==> src/rtl/fifo_pkg.sv <==
`default_nettype none
// ============================================================================
//  Module   : fifo_pkg
//  Brief    : Shared defaults, types and helpers for the FIFO read-side logic.
//  Revision : 1.0  initial release
// ============================================================================
package fifo_pkg;

  localparam int unsigned DEF_WIDTH     = 32;
  localparam int unsigned DEF_BURST_LEN = 16;

  // Skid-buffer occupancy, 0..2 entries
  typedef logic [1:0] occ_t;

  // Width of the in-burst position counter; never narrower than one bit
  function automatic int unsigned beat_width(input int unsigned burst_len);
    return (burst_len <= 1) ? 1 : $clog2(burst_len);
  endfunction

endpackage
`default_nettype wire

==> src/rtl/skid_buf2.sv <==
`default_nettype none
// ============================================================================
//  Module   : skid_buf2
//  Brief    : Two-entry register buffer. Entry 0 is always the head; entry 1
//             holds the second-oldest word. Push and pop may coincide.
//  Revision : 1.0  initial release
// ============================================================================
module skid_buf2
  import fifo_pkg::*;
#(
  parameter int unsigned WIDTH = DEF_WIDTH
) (
  input  logic             clk_i,
  input  logic             arst_i,
  input  logic             push_i,
  input  logic             pop_i,
  input  logic [WIDTH-1:0] data_i,
  output occ_t             occ_o,
  output logic [WIDTH-1:0] head_o
);

  occ_t             occ_q, occ_d;
  logic [WIDTH-1:0] ent0_q, ent0_d;
  logic [WIDTH-1:0] ent1_q, ent1_d;

  // Next-state: pop shifts entry 1 into the head; a push lands in the first
  // free slot after any simultaneous pop, which keeps FIFO order.
  always_comb begin
    occ_d  = occ_q;
    ent0_d = ent0_q;
    ent1_d = ent1_q;
    if (push_i && pop_i) begin
      if (occ_q == 2'd2) begin
        ent0_d = ent1_q;
        ent1_d = data_i;
      end else begin
        ent0_d = data_i;
      end
    end else if (pop_i) begin
      ent0_d = ent1_q;
      occ_d  = occ_q - 2'd1;
    end else if (push_i) begin
      if (occ_q == 2'd0) begin
        ent0_d = data_i;
      end else begin
        ent1_d = data_i;
      end
      occ_d = occ_q + 2'd1;
    end
  end

  // Buffer storage and occupancy registers
  always_ff @(posedge clk_i or posedge arst_i) begin
    if (arst_i) begin
      occ_q  <= 2'd0;
      ent0_q <= '0;
      ent1_q <= '0;
    end else begin
      occ_q  <= occ_d;
      ent0_q <= ent0_d;
      ent1_q <= ent1_d;
    end
  end

  assign occ_o  = occ_q;
  assign head_o = ent0_q;

endmodule
`default_nettype wire

==> src/rtl/fifo_stream_reader.sv <==
`default_nettype none
// ============================================================================
//  Module   : fifo_stream_reader
//  Brief    : Drains a synchronous FIFO with a one-cycle read port into a
//             valid/ready stream via a 2-entry skid buffer, framing the
//             stream into fixed-length bursts and counting delivered words.
//  Revision : 1.0  initial release
// ============================================================================
module fifo_stream_reader
  import fifo_pkg::*;
#(
  parameter int unsigned WIDTH     = DEF_WIDTH,
  parameter int unsigned BURST_LEN = DEF_BURST_LEN
) (
  input  logic             i_clk,
  input  logic             arst,
  input  logic             i_enable,
  input  logic             i_fifo_empty,
  output logic             o_fifo_rd_en,
  input  logic [WIDTH-1:0] i_fifo_rd_data,
  output logic             o_valid,
  input  logic             i_ready,
  output logic [WIDTH-1:0] o_data,
  output logic             o_last,
  output logic [31:0]      o_word_count
);

  localparam int unsigned         BEAT_W    = beat_width(BURST_LEN);
  localparam logic [BEAT_W-1:0]   BEAT_LAST = BEAT_W'(BURST_LEN - 1);

  occ_t              occ;
  logic              inflight_q;
  logic [BEAT_W-1:0] beat_q, beat_d;
  logic [31:0]       count_q;
  logic              xfer;
  logic [2:0]        pending;

  assign o_valid = (occ != 2'd0);
  assign xfer    = o_valid && i_ready;

  // Words that will occupy the buffer after this edge if no new pop is made.
  // xfer implies occ >= 1, so the subtraction cannot underflow.
  assign pending = {1'b0, occ} + {2'b00, inflight_q} - {2'b00, xfer};

  // Reset gating keeps the pop request low while the FIFO is being cleared.
  assign o_fifo_rd_en = !arst && i_enable && !i_fifo_empty && (pending < 3'd2);

  assign o_last       = o_valid && (beat_q == BEAT_LAST);
  assign o_word_count = count_q;

  skid_buf2 #(
    .WIDTH (WIDTH)
  ) u_skid (
    .clk_i  (i_clk),
    .arst_i (arst),
    .push_i (inflight_q),
    .pop_i  (xfer),
    .data_i (i_fifo_rd_data),
    .occ_o  (occ),
    .head_o (o_data)
  );

  // Burst position advances on every delivered word and wraps at the burst end
  always_comb begin
    beat_d = beat_q;
    if (xfer) begin
      beat_d = (beat_q == BEAT_LAST) ? '0 : beat_q + 1'b1;
    end
  end

  // In-flight flag, burst position and delivered-word counter
  always_ff @(posedge i_clk or posedge arst) begin
    if (arst) begin
      inflight_q <= 1'b0;
      beat_q     <= '0;
      count_q    <= '0;
    end else begin
      inflight_q <= o_fifo_rd_en;
      beat_q     <= beat_d;
      if (xfer) begin
        count_q <= count_q + 32'd1;
      end
    end
  end

endmodule
`default_nettype wire

==> config.mk <==
export PLATFORM = sky130hd
export DESIGN_NAME = fifo_stream_reader
export DESIGN_NICKNAME = d
export VERILOG_FILES = /design/src/rtl/fifo_pkg.sv /design/src/rtl/skid_buf2.sv /design/src/rtl/fifo_stream_reader.sv
export SDC_FILE = /design/constraint.sdc
export NUM_CORES = 1
export LEC_CHECK = 0
export ABC_AREA = 1
export BUFFER_PORTS_ARGS = -buffer_cell sky130_fd_sc_hd__buf_2
export CORE_ASPECT_RATIO = 0.9
export CORE_UTILIZATION = 57
export DETAILED_ROUTE_END_ITERATION = 10
export PLACE_DENSITY = 0.86
export SLEW_MARGIN = 5
export SYNTH_ARGS = -nofsm -noshare
export SYNTH_HDL_FRONTEND = slang
export SYNTH_HIERARCHICAL = 1
export SYNTH_SLANG_ARGS = --single-unit
==> constraint.sdc <==
create_clock -name i_clk -period 2.7 [get_ports i_clk]
set_clock_uncertainty 0.2 [all_clocks]
set_input_delay 0.135 -clock i_clk [delete_from_list [all_inputs] [get_ports i_clk]]
set_output_delay 0.135 -clock i_clk [all_outputs]
set_load 0.05 [all_outputs]
* Yosys cells after proc, flatten, opt, wreduce, memory -nomap -nowiden
Cells that the tools add are included.
Widths: inputs -> output; s select.
** Word-level totals
- Register bits after elaboration :: 103
- Bits in latches :: 0
- Memory bits (writable) :: 0
- Memory bits (read-only) :: 0
- Word-level logic and storage cells :: 49
- Memories kept :: 0
** Operators by class
- Add/subtract/negate cells :: 6
- $mul :: 0
- Div/mod/pow operators :: 0
- $lt $le $gt $ge :: 1
- Equal/unequal tests :: 5
- Shifts and indexed selects :: 0
- Muxes and demuxes :: 13
- Bitwise operators :: 1
- Reduce and logical (&&, ||, !) cells :: 17
** Operators by type and width (count)
- $mux 32 :: 10
- $add 32x1->32 const B :: 1
- $logic_and 1x1->1 :: 6
- $reduce_bool 2->1 :: 3
- $reduce_bool 3->1 :: 2
- $add 4x1->4 const B :: 1
- $eq 4x4->1 const B :: 1
- $mux 2 :: 2
- $mux 4 :: 1
- $ne 2x2->1 const B :: 2
- $reduce_and 2->1 :: 2
- $reduce_and 4->1 :: 1
- $add 2x1->3 :: 1
- $lt 3x2->1 const B :: 1
- $sub 3x1->3 :: 1
- $add 2x1->2 const B :: 1
- $eq 2x2->1 const B :: 1
- $logic_not 1->1 :: 2
- $logic_not 2->1 :: 1
- $ne 2x1->1 const B :: 1
- $sub 2x1->2 const B :: 1
- $not 1->1 :: 1

* Depth between registers and ports, before layout
Gate-level depths: netlist of the first run.
- Depth in word-level cells :: 5
- Mapped depth :: 11

* Cells and area by module
The synthesis of the first run kept the hierarchy.
** Modules (own cells, without submodules)
- skid_buf2 :: times used 1, cells an instance 541, area an instance 3777.4 µm²
- fifo_stream_reader :: times used 1, cells an instance 273, area an instance 2158.3 µm²

* Least setup slack after synthesis of the first run
OpenSTA, ideal clock, no wires.
- Path type :: register -> register
- From :: reg u_skid.occ_q[0] (netlist: u_skid/occ_o[0])
- To :: reg inflight_q
- Data arrival time :: 3.357 ns
- Slack :: -1.146 ns
- Cell stages (with the launch flop) :: 10
- Cell sequence :: dfrtp_1 nor2_2 nor2_8 buf_6 ha_1 inv_1 nand2_1 fa_1 nand2_1 nor4_1
** Between the ends
- Word-level cells in the longest chain between the ends :: 5
- Elaborated cells between the ends (all ways) :: 6
** Ends and longest elaborated chain
- start: declaration :: RTL line skid_buf2.sv:22 : occ_t occ_q, occ_d;
- start signal: assignment :: RTL line skid_buf2.sv:55 : occ_q <= 2'd0;
- start signal: assignment :: RTL line skid_buf2.sv:59 : occ_q <= occ_d;
- $reduce_bool 2->1 :: RTL line fifo_stream_reader.sv:38 : assign o_valid = (occ != 2'd0);
- $logic_and 1x1->1 :: RTL line fifo_stream_reader.sv:39 : assign xfer = o_valid && i_ready;
- via xfer :: RTL line fifo_stream_reader.sv:35 : logic xfer;
- $sub 3x1->3 :: RTL line fifo_stream_reader.sv:43 : assign pending = {1'b0, occ} + {2'b00, inflight_q} - {2'b00, xfer};
- $lt 3x2->1 :: RTL line fifo_stream_reader.sv:46 : assign o_fifo_rd_en = !arst && i_enable && !i_fifo_empty && (pending < 3'd2);
- $logic_and 1x1->1 :: RTL line fifo_stream_reader.sv:46
- via o_fifo_rd_en :: RTL line fifo_stream_reader.sv:19 : output logic o_fifo_rd_en,
- end signal: assignment :: RTL line fifo_stream_reader.sv:78 : inflight_q <= o_fifo_rd_en;
- end: declaration :: RTL line fifo_stream_reader.sv:32 : logic inflight_q;
The timed path passes the listed nets, and every way through them passes these cells.
A chain may end at the register's enable or synchronous reset.

* Worst setup path in the final report of the first run
- From :: reg u_skid.occ_q[0] (netlist: u_skid/occ_o[0])
- To :: out o_fifo_rd_en
** Between the ends
- Word-level cells in the longest chain between the ends :: 5
- Elaborated cells between the ends (all ways) :: 6
** Ends and longest elaborated chain (RTL line)
- branches (longest 2 deep; another with $add 2x1->3)
- $sub 3x1->3 * :: fifo_stream_reader.sv:43
- $lt 3x2->1 * :: fifo_stream_reader.sv:46
- $logic_and 1x1->1 * :: fifo_stream_reader.sv:46
- end: declaration :: fifo_stream_reader.sv:19
Mark *: on every way between the ends.

==> metrics.csv, run 1 <==
stage,metric,value,unit
critical_path,worstPathRequired,2370,ps
critical_path,path_max_fanout,2,
detailed_routing,via_per_inst,5.35,
sta,hold_violations,0,
place,dp_cells,1019,
global_routing,grt_pass1_vias,5359,
detailed_routing,drcViolationCount,0,
floorplanning,fp-row-count,34,
sta,final.min_clock_period,2730,ps
global_routing,gr-total-overflow,0,
min_path,hold_path_depth,4,
detailed_routing,highest-signal-layer,met4,
clocking,cts_made_buffers,9,
synthesis,synthCells,814,
synthesis,ys_types,28,
critical_path,cp.arrival,2390,ps
sta,fmax,0.367,GHz
floorplanning,io_pins,104,
clocking,cts.clk_slew.worst_paths,70,ps
clocking,cts_max_level,3,
sta,tightest_slew,825,ps
critical_path,reg2reg_depth,10,
critical_path,cp.depth,9,
critical_path,cp.buffers_inverters,2,
final_layout,diodes,0,
detailed_routing,vias,5738,
synthesis,syn-mean-instance-area,7.29,um^2
final_layout,fillers,768,
power,p_per_area,1040,mW/mm^2
detailed_routing,wl_met2,6940,um
final_layout,regArea,0.00258,mm^2
power,power,7510,uW
detailed_routing,met1_length,6760,um
final_layout,nets,986,
critical_path,critPathMaxStageDelay,520,ps
status,violations,setup timing,
final_layout,stdcell_count,1073,
sta,tns,-27.0,ps
critical_path,worstSetupEndpointType,output pin,
place,place_ws,211,ps
floorplanning,core_area,0.00991,mm^2
global_routing,grt_pass1_wl,25100,um
critical_path,cp_cell_sequence,nor2_4 -> nor2_8 -> ha_4 -> inv_2 -> nand2_2 -> fa_1 -> nand2_2 -> nor4_4 -> buf_6,
floorplanning,initial_core_util,59.9,%
critical_path,start_kind,register,
critical_path,crit_type,register to output pin,
floorplanning,dieWidth,110,um
floorplanning,die_h,98.8,um
final_layout,drive_above_1_share,17.8,%
place,gp_congestion,0.906,
synthesis,seq_area_frac_synth,43.4,%
status,status,finished with violations,
clocking,cts_tree,built,
sta,maxSlewViolCount,0,
sta,maxSlewHeadroom,44.9,%
detailed_routing,drt_wl_total,15100,um
final_layout,layout_common_cells,"322 x nand2_1, 102 x buf_2, 101 x dfrtp_1, 96 x inv_1, 86 x nand3_1",
synthesis,ys_warn_count,6,
critical_path,cp_top_family,adder cells,
final_layout,multi_input_area,0.00282,mm^2
sta,setup_violations,1,
synthesis,yosys_register_bits,103,
detailed_routing,wl_met3,1010,um
sta,rsz0062_at_grt,true,
power,p_leak,0.00381,uW
min_path,hold_path.class,input port to register,
critical_path,crit_path_top_delay_cell,fa_1,
detailed_routing,dr.pass1.iters,7,
detailed_routing,drtIter0Drc,584,
synthesis,netlist_area,0.00594,mm^2
place,hpwl,9670,um
clocking,cts.sinks,103,
detailed_routing,postRouteAntennaNets,0,
place,place.port_buffers,103,
job,cap_violations,0,
final_layout,syn2layout_area_growth,21.5,%
power,ir_drop,814,uV
clocking,clk_latency,360,ps
sta,worst_slack,-27.0,ps
synthesis,synth_nets,858,
floorplanning,dieArea,0.0108,mm^2
global_routing,grt_usage,29.8,%
detailed_routing,wl_per_cell,14.1,um
sta,fin_crit_sh,101,%
clocking,clock_path_buffers,2,
global_routing,grt_max_degree,65,
critical_path,cp_common_cell,nand2_2,
final_layout,final_common_cell,nand2_1,
clocking,cts-root-buf,clkbuf_16,
sta,hold_ws,105,ps
global_routing,antenna_found_initial,0,
-- worst paths after layout --
path | startpoint | to | slack [ps]
setup / recovery | u_skid/occ_o[0]$_DFFE_PP0P_ | o_fifo_rd_en | -30
hold / removal | i_ready | o_word_count[1]$_DFFE_PP0P_ | 100
setup reg to reg | u_skid/occ_o[0]$_DFFE_PP0P_ | o_word_count[29]$_DFFE_PP0P_ | 240
hold reg to reg | u_skid/head_o[8]$_DFFE_PP0P_ | u_skid/head_o[8]$_DFFE_PP0P_ | 280
max in group asynchronous | arst | u_skid/ent1_q[6]$_DFFE_PP0P_ | 1200
min in group asynchronous | arst | inflight_q$_DFF_PP0_ | 280
-- registers in the layout (all words and copies together), names as in the netlist --
name / count
u_skid/head_o: 32
o_word_count: 32
beat_q: 4
u_skid/occ_o: 2
u_skid/ent1_q: 32
inflight_q: 1
-- kinds of logic (layout without fill, tap and decap cells) --
kind of cell | Yosys count | after routing | share of synthesized area [%]
simple gates | 478 | 478 | 35.2
buf+inv | 138 | 271 | 9.65
flops | 103 | 103 | 43.4
compound gates | 70 | 70 | 7.44
xor+xnor | 18 | 18 | 2.66
fa+ha+maj | 7 | 7 | 1.60
-- stage by stage --
step | util [%] | cell area, um^2
6_report | 72.8 | 7210
5_1_grt | 72.8 | 7210
3_3_place_gp | 66.1 | 6550
4_1_cts | 72.6 | 7190
3_5_place_dp | 66.1 | 6550
2_1_floorplan | - | 5980
-- synth_stat cells --
cell	number	share of area (%)
buf_6	3	0.57
nand3b_1	13	1.6
buf_2	23	1.9
fa_1	1	0.34
nand3_4	2	0.59
o21ai_1	33	2.8
xor2_1	11	1.6
xnor2_1	7	1.0
nor4_1	1	0.11
inv_1	98	6.2
nand3_1	86	7.3
a21oi_4	1	0.27
buf_4	1	0.13
ha_1	6	1.3
o21ai_0	2	0.17
nor2_1	32	2.0
o211ai_1	32	4.0
nor2_4	7	1.3
nand2_1	324	20
nand3_2	3	0.51
nor2_8	1	0.34
nor2_2	7	0.74
inv_2	3	0.19
a21oi_1	2	0.17
clkbuf_1	5	0.32
dfrtp_1	103	43
nand2_2	2	0.21
buf_1	5	0.32
-- worst reg2reg max path, cell delays in order (launching register included) --
cell	delay (ps)
dfrtp_2	390
nor2_4	60
nor2_8	90
buf_4	120
buf_4	340
buf_4	510
nand3_4	210
nor2_4	260
nand2_1	90
nand2_1	70
nand2_1	40
-- cell type report --
type | instances | share of cell area, %
Timing Repair Buffer | 154 | 13.8
Multi-Input combinational cell | 573 | 39.1
Inverter | 101 | 5.26
Clock buffer | 9 | 3.12
Sequential cell | 103 | 35.8
Tap cell | 126 | 2.19
Clock inverter | 7 | 0.781
-- per-layer routing --
layer	global-route usage [%]	vias to the layer above
li1	-	2800
met1	40.6	2649
met2	47.4	245
met3	6.02	44
met4	10.4	0
met5	0	-
-- report_power, final --
part	leakage, uW	internal (uW)	switching [uW]	total [uW]
registers	0.00133	2100	346	2450
logic	0.00234	1090	2720	3810
clock network	0.000136	635	613	1250
-- what timing repair did --
| item | CTS | global route |
|---|---|---|
| setup buffers | 3 | 0 |
| setup endpoints to repair | 1 | 1 |
| hold buffers | 33 | 2 |
| resized for setup | 2 | 0 |
| pin swaps | 5 | 0 |
| endpoints found under the hold margin | 138 | 1 |
(Power assumes the default switching activity.)
==> run 2: changes to the inputs <==
Settings changed: RECOVER_POWER set to 100.
==> metrics.csv, run 2 (synthesis results as in run 1) <==
stage,metric,value,unit,change
detailed_routing,drt_wl_total,15100,um,+0.21%
critical_path,cp-endpoint,o_fifo_rd_en,,
global_routing,grt_pass1_wl,25100,um,unchanged
sta,worst_slack,-25.8,ps,+1.20 ps
detailed_routing,postRouteAntennaNets,0,,unchanged
sta,rsz0062_at_grt,true,,
critical_path,worstPathRequired,2370,ps,about the same
job,cap_violations,1,,+1
sta,fmax,0.367,GHz,about the same
sta,hold_ws,69.8,ps,-35.1 ps
clocking,cts.sinks,103,,unchanged
clocking,cts.clk_slew.worst_paths,70,ps,about the same
critical_path,crit_type,register to output pin,,
sta,hold_violations,0,,unchanged
global_routing,grt_usage,29.8,%,unchanged
floorplanning,io_pins,104,,unchanged
final_layout,syn2layout_area_growth,19.4,%,
power,ir_drop,806,uV,-0.89%
detailed_routing,via_per_inst,5.33,,-0.40%
sta,tightest_slew,1480,ps,+659 ps
sta,setup_violations,1,,unchanged
detailed_routing,wl_per_cell,14.1,um,+0.21%
critical_path,reg2reg_depth,10,,unchanged
sta,tns,-25.8,ps,+1.20 ps
power,p_switching,3670,uW,-0.28%
final_layout,layout_common_cells,"322 x nand2_1, 101 x dfrtp_1, 97 x inv_1, 89 x nand3_1, 67 x clkbuf_1",,
global_routing,grt_max_degree,65,,unchanged
global_routing,gr-total-overflow,0,,unchanged
detailed_routing,drtIter0Drc,572,,-2.1%
critical_path,crit_start,u_skid/occ_o[0]$_DFFE_PP0P_,,
clocking,clk_latency,360,ps,about the same
power,switching_share,49.5,%,+0.47 points
sta,maxSlewHeadroom,0.991,%,-44 points
sta,final.min_clock_period,2730,ps,-1.20 ps
floorplanning,initial_core_util,59.9,%,unchanged
clocking,cts_made_buffers,9,,unchanged
clocking,clock_path_buffers,2,,unchanged
critical_path,worstSetupEndpointType,output pin,,
floorplanning,fp-row-count,34,,unchanged
place,gp_congestion,0.906,,unchanged
clocking,cts_max_level,3,,unchanged
floorplanning,dieWidth,110,um,unchanged
status,violations,"capacitance limit, setup timing",,
critical_path,path_max_fanout,2,,unchanged
final_layout,drive_above_1_share,10.2,%,-7.6 points
final_layout,final_common_cell,nand2_1,,
place,place.port_buffers,103,,unchanged
power,p_leak,0.00356,uW,-6.6%
critical_path,r2r_start,u_skid/occ_o[0]$_DFFE_PP0P_,,
final_layout,diodes,0,,unchanged
critical_path,timing.rr.end,o_word_count[29]$_DFFE_PP0P_,,
floorplanning,die_h,98.8,um,unchanged
clocking,cts_tree,built,,
detailed_routing,vias,5715,,-0.40%
global_routing,grt_pass1_vias,5359,,unchanged
power,p_clk_share,16.8,%,+0.2 points
power,p_per_area,1050,mW/mm^2,+0.57%
clocking,cts-root-buf,clkbuf_16,,
critical_path,cp.arrival,2390,ps,about the same
sta,fin_crit_sh,101,%,about the same
status,status,finished with violations,,
min_path,hold_path.class,input port to register,,
floorplanning,dieArea,0.0108,mm^2,unchanged
floorplanning,core_area,0.00991,mm^2,unchanged
place,hpwl,9670,um,unchanged
power,seq_power_share,33.1,%,+0.5 points
sta,maxSlewViolCount,0,,unchanged
power,power,7420,uW,-1.2%
power,p_int,3750,uW,-2.1%
critical_path,start_kind,register,,
critical_path,rrSetupSlack,90,ps,-150 ps
detailed_routing,dr.pass1.iters,6,,-1
detailed_routing,drcViolationCount,0,,unchanged
power,comb_power_share,50.0,%,-0.8 points
global_routing,antenna_found_initial,0,,unchanged
final_layout,nets,986,,unchanged
run 2: cell count changes in the layout (fill, tap and decap cells not counted), moves of 2 or more:
cell      previous run  this run
buf_4               16        13
buf_2              102        36
nand3_1             86        89
clkbuf_2             0         2
clkbuf_1             0        67
nand3_4              2         0
run 2: layer usage:
layer	vias up	track usage [%]	wire length (um)	part of all wire, %
li1	2804	-	-	-
met1	2627	40.6	6780	45
met2	243	47.4	6940	46
met3	41	6.02	1040	6.8
met4	0	10.4	394	2.6
met5	-	0	0	0
run 2: area by class of cell:
type,count,area [um^2]
inverter,101,379
clock buffer,9,225
multi-input combinational,573,2790
sequential,103,2580
tap,126,158
fill,811,2830
clock inverter,7,56.3
timing repair buffer,154,901
run 2: per-stage QoR:
step	worst slack, ps	instance area, um^2	std cells	util (%)
global route	-108	7080	1073	71.5
CTS	-23.3	7190	1071	72.6
global placement	270	6550	1019	66.1
detailed placement	211	6550	1019	66.1
finish	-25.8	7080	1073	71.5
floorplan	-82.1	5980	814	-
run 2: worst min path at each step:
stage                 start                          end  slack (ps)  cells past startpoint
5_1_grt             i_ready  o_word_count[1]$_DFFE_PP0P_          90                      4
3_5_place_dp           arst         inflight_q$_DFF_PP0_         110                      3
2_1_floorplan          arst         inflight_q$_DFF_PP0_          70                      1
6_report            i_ready  o_word_count[1]$_DFFE_PP0P_          70                      4
3_3_place_gp           arst         inflight_q$_DFF_PP0_         110                      3
4_1_cts        i_fifo_empty         inflight_q$_DFF_PP0_        -130                      3
run 2: power groups by stage:
| stage | registers, uW | logic [uW] | clock network (uW) |
|---|---|---|---|
| 5_1_grt | 2520 | 4080 | 1340 |
| 2_1_floorplan | 3370 | 2000 | 0 |
| 6_report | 2460 | 3710 | 1250 |
| 3_5_place_dp | 2460 | 3700 | 0 |
| 4_1_cts | 2440 | 3780 | 1270 |
| 3_3_place_gp | 2440 | 3600 | 0 |
run 2: critical path: stages, from the launching register on:
cell and delay [ps]:
dfrtp_2 430, nor2_4 180, nor2_8 50, ha_4 210, inv_2 40, nand2_2 40, fa_1 510, nand2_2 70
nor4_4 300, buf_6 200
run 2: timing repair:
action | 4_1_cts | 5_1_grt
setup buffers | 3 | 0
resized for setup | 2 | 0
hold endpoints to repair | 138 | 1
setup endpoints to repair | 1 | 1
pin swaps | 5 | 0
hold buffers | 33 | 2
==> run 3: changes to the inputs <==
Settings changed: GPL_TIMING_DRIVEN set to 0.
==> metrics.csv, run 3 (synthesis results as in run 1) <==
stage,metric,value,unit,change
detailed_routing,via_per_inst,5.31,,-0.34%
sta,setup_violations,1,,unchanged
critical_path,cp_common_cell,nand2_2,,
global_routing,use_met2,45.6,%,-1.8 points
critical_path,worstPathRequired,2370,ps,about the same
final_layout,fillers,809,,-0.25%
floorplanning,dieWidth,110,um,unchanged
critical_path,crit_type,register to output pin,,
critical_path,worstSetupEndpointType,output pin,,
final_layout,drive_above_1_share,15.1,%,+4.9 points
sta,fin_crit_sh,103,%,+2.2 points
place,place_ws,-74.6,ps,-286 ps
clocking,cts.sinks,103,,unchanged
floorplanning,die_h,98.8,um,unchanged
final_layout,fin_area,0.00728,mm^2,+2.7%
detailed_routing,postRouteAntennaNets,0,,unchanged
clocking,clock_path_buffers,2,,unchanged
sta,maxSlewViolCount,0,,unchanged
critical_path,start_kind,register,,
sta,final.min_clock_period,2780,ps,+58.6 ps
sta,rsz0062_at_grt,true,,
sta,fmax,0.359,GHz,-2.1%
global_routing,grt_pass1_vias,5414,,+1.0%
global_routing,grt_pass1_wl,25400,um,+1.4%
global_routing,grt_busiest_layer,met2,,
clocking,cts-root-buf,clkbuf_16,,
power,ir_drop,776,uV,-3.8%
final_layout,syn2layout_area_growth,22.6,%,
place,post_dp_cell_area,0.00665,mm^2,+1.5%
final_layout,nets,1012,,+2.6%
global_routing,grt_max_degree,67,,+3.1%
sta,hold_violations,0,,unchanged
detailed_routing,drt_wl_total,15400,um,+1.7%
status,status,finished with violations,,
floorplanning,core_area,0.00991,mm^2,unchanged
power,p_per_area,1040,mW/mm^2,-0.55%
critical_path,critPathMaxStageDelay,540,ps,+30 ps
clocking,cts.clk_slew.worst_paths,70,ps,about the same
place,place.port_buffers,103,,unchanged
floorplanning,initial_core_util,59.9,%,unchanged
clocking,clk_latency,350,ps,about the same
critical_path,cp_cell_sequence,nor2_4 -> nor2_8 -> ha_4 -> inv_2 -> nand2_2 -> fa_1 -> nand2_2 -> nor4_4 -> buf_6,,
critical_path,cp.buffers_inverters,2,,unchanged
detailed_routing,drcViolationCount,0,,unchanged
power,p_leak,0.00375,uW,+5.5%
detailed_routing,dr.pass1.iters,6,,unchanged
critical_path,cp_top_family,adder cells,,
floorplanning,io_pins,104,,unchanged
clocking,cts_made_buffers,9,,unchanged
detailed_routing,drtIter0Drc,569,,-0.52%
global_routing,gr-total-overflow,0,,unchanged
final_layout,final_common_cell,nand2_1,,
sta,worst_slack,-84.4,ps,-58.6 ps
detailed_routing,vias,5828,,+2.0%
sta,tns,-84.4,ps,-58.6 ps
place,hpwl,10400,um,+7.8%
critical_path,path_max_fanout,3,,+1
job,cap_violations,0,,-1
place,gp_congestion,0.927,,+2.3%
min_path,hold_path.class,input port to register,,
status,violations,setup timing,,
detailed_routing,wl_per_cell,14.0,um,-0.64%
global_routing,antenna_found_initial,0,,unchanged
sta,tightest_slew,1410,ps,-77.9 ps
clocking,cts_tree,built,,
critical_path,cp.arrival,2450,ps,+60 ps
sta,maxSlewHeadroom,6.19,%,+5.2 points
clocking,cts_max_level,3,,unchanged
floorplanning,fp-row-count,34,,unchanged
floorplanning,dieArea,0.0108,mm^2,unchanged
final_layout,layout_common_cells,"322 x nand2_1, 101 x dfrtp_1, 96 x inv_1, 90 x buf_2, 86 x nand3_1",,
critical_path,crit_path_top_delay_cell,fa_1,,
global_routing,use_met3,5.89,%,-0.13 points
global_routing,grt_usage,30.1,%,+0.33 points
final_layout,diodes,0,,unchanged
global_routing,grt_use_met1,43.1,%,+2.5 points
[run 3: cell types whose count changed in the layout (fill, tap and decap cells not counted), moves of 3 or more]
cell and change:
buf_1 +5, clkinv_4 -3, buf_4 -6, nand3_1 -3, clkbuf_1 -25, buf_2 +54
[run 3: layout make-up]
class	instances	area, um^2	area share [%]
Clock inverter	4	47.5	0.653
Multi-Input combinational cell	573	2820	38.8
Sequential cell	103	2580	35.4
Tap cell	126	158	2.17
Clock buffer	11	233	3.20
Buffer	36	183	2.51
Timing Repair Buffer	144	873	12.0
Inverter	101	382	5.24
[run 3: worst reg2reg max path: stages, from the launching register on]
cell     delay [ps]
dfrtp_2         430
nor2_4          180
nor2_8           70
buf_4           200
ha_1            180
buf_2           180
nor2_1          110
a21oi_1          50
nand2_2         190
buf_2           270
nand2_1         100
o21ai_1          90
[run 3: routing by layer]
metal,part of all wire [%],vias to the layer above
met5,0,-
met4,2.7,0
met3,7.3,38
met2,45,271
met1,45,2671
li1,-,2848
[run 3: final timing paths]
check                           slack, ps  depth (start not counted)                          from                       endpoint
worst max-delay path                  -80                          9   u_skid/occ_o[1]$_DFFE_PP0P_                   o_fifo_rd_en
worst min-delay path                  140                          4                       i_ready    o_word_count[1]$_DFFE_PP0P_
worst max register to register        350                         11   u_skid/occ_o[1]$_DFFE_PP0P_  u_skid/ent1_q[14]$_DFFE_PP0P_
worst min register to register        280                          2  u_skid/head_o[1]$_DFFE_PP0P_   u_skid/head_o[1]$_DFFE_PP0P_
max in group asynchronous             840                          3                          arst   o_word_count[17]$_DFFE_PP0P_
min in group asynchronous             350                          3                          arst  u_skid/head_o[27]$_DFFE_PP0P_
[run 3: metrics by stage]
stage / total power (uW) / instances / utilization (%) / hold slack (ps)
floorplan: 5370 / 814 / - / 72.8
global route: 8090 / 1098 / 73.4 / 155
finish: 7580 / 1098 / 73.4 / 142
global placement: 6140 / 1043 / 67.1 / 131
detailed placement: 6240 / 1043 / 67.1 / 133
CTS: 7640 / 1097 / 73.9 / -124
[run 3: repair_timing]
item / 4_1_cts / 5_1_grt
gates resized for setup: 4 / 0
buffers inserted: 6 / 0
pin swaps: 4 / 5
hold endpoints to repair: 166 / 1
hold buffers: 33 / 2
setup endpoints to repair: 1 / 1
[run 3: where the power goes]
part / internal [uW] / switching [uW] / leakage [uW]
sequential: 2110 / 356 / 0.00133
combinational: 1100 / 2760 / 0.00229
clock: 711 / 546 / 0.000135
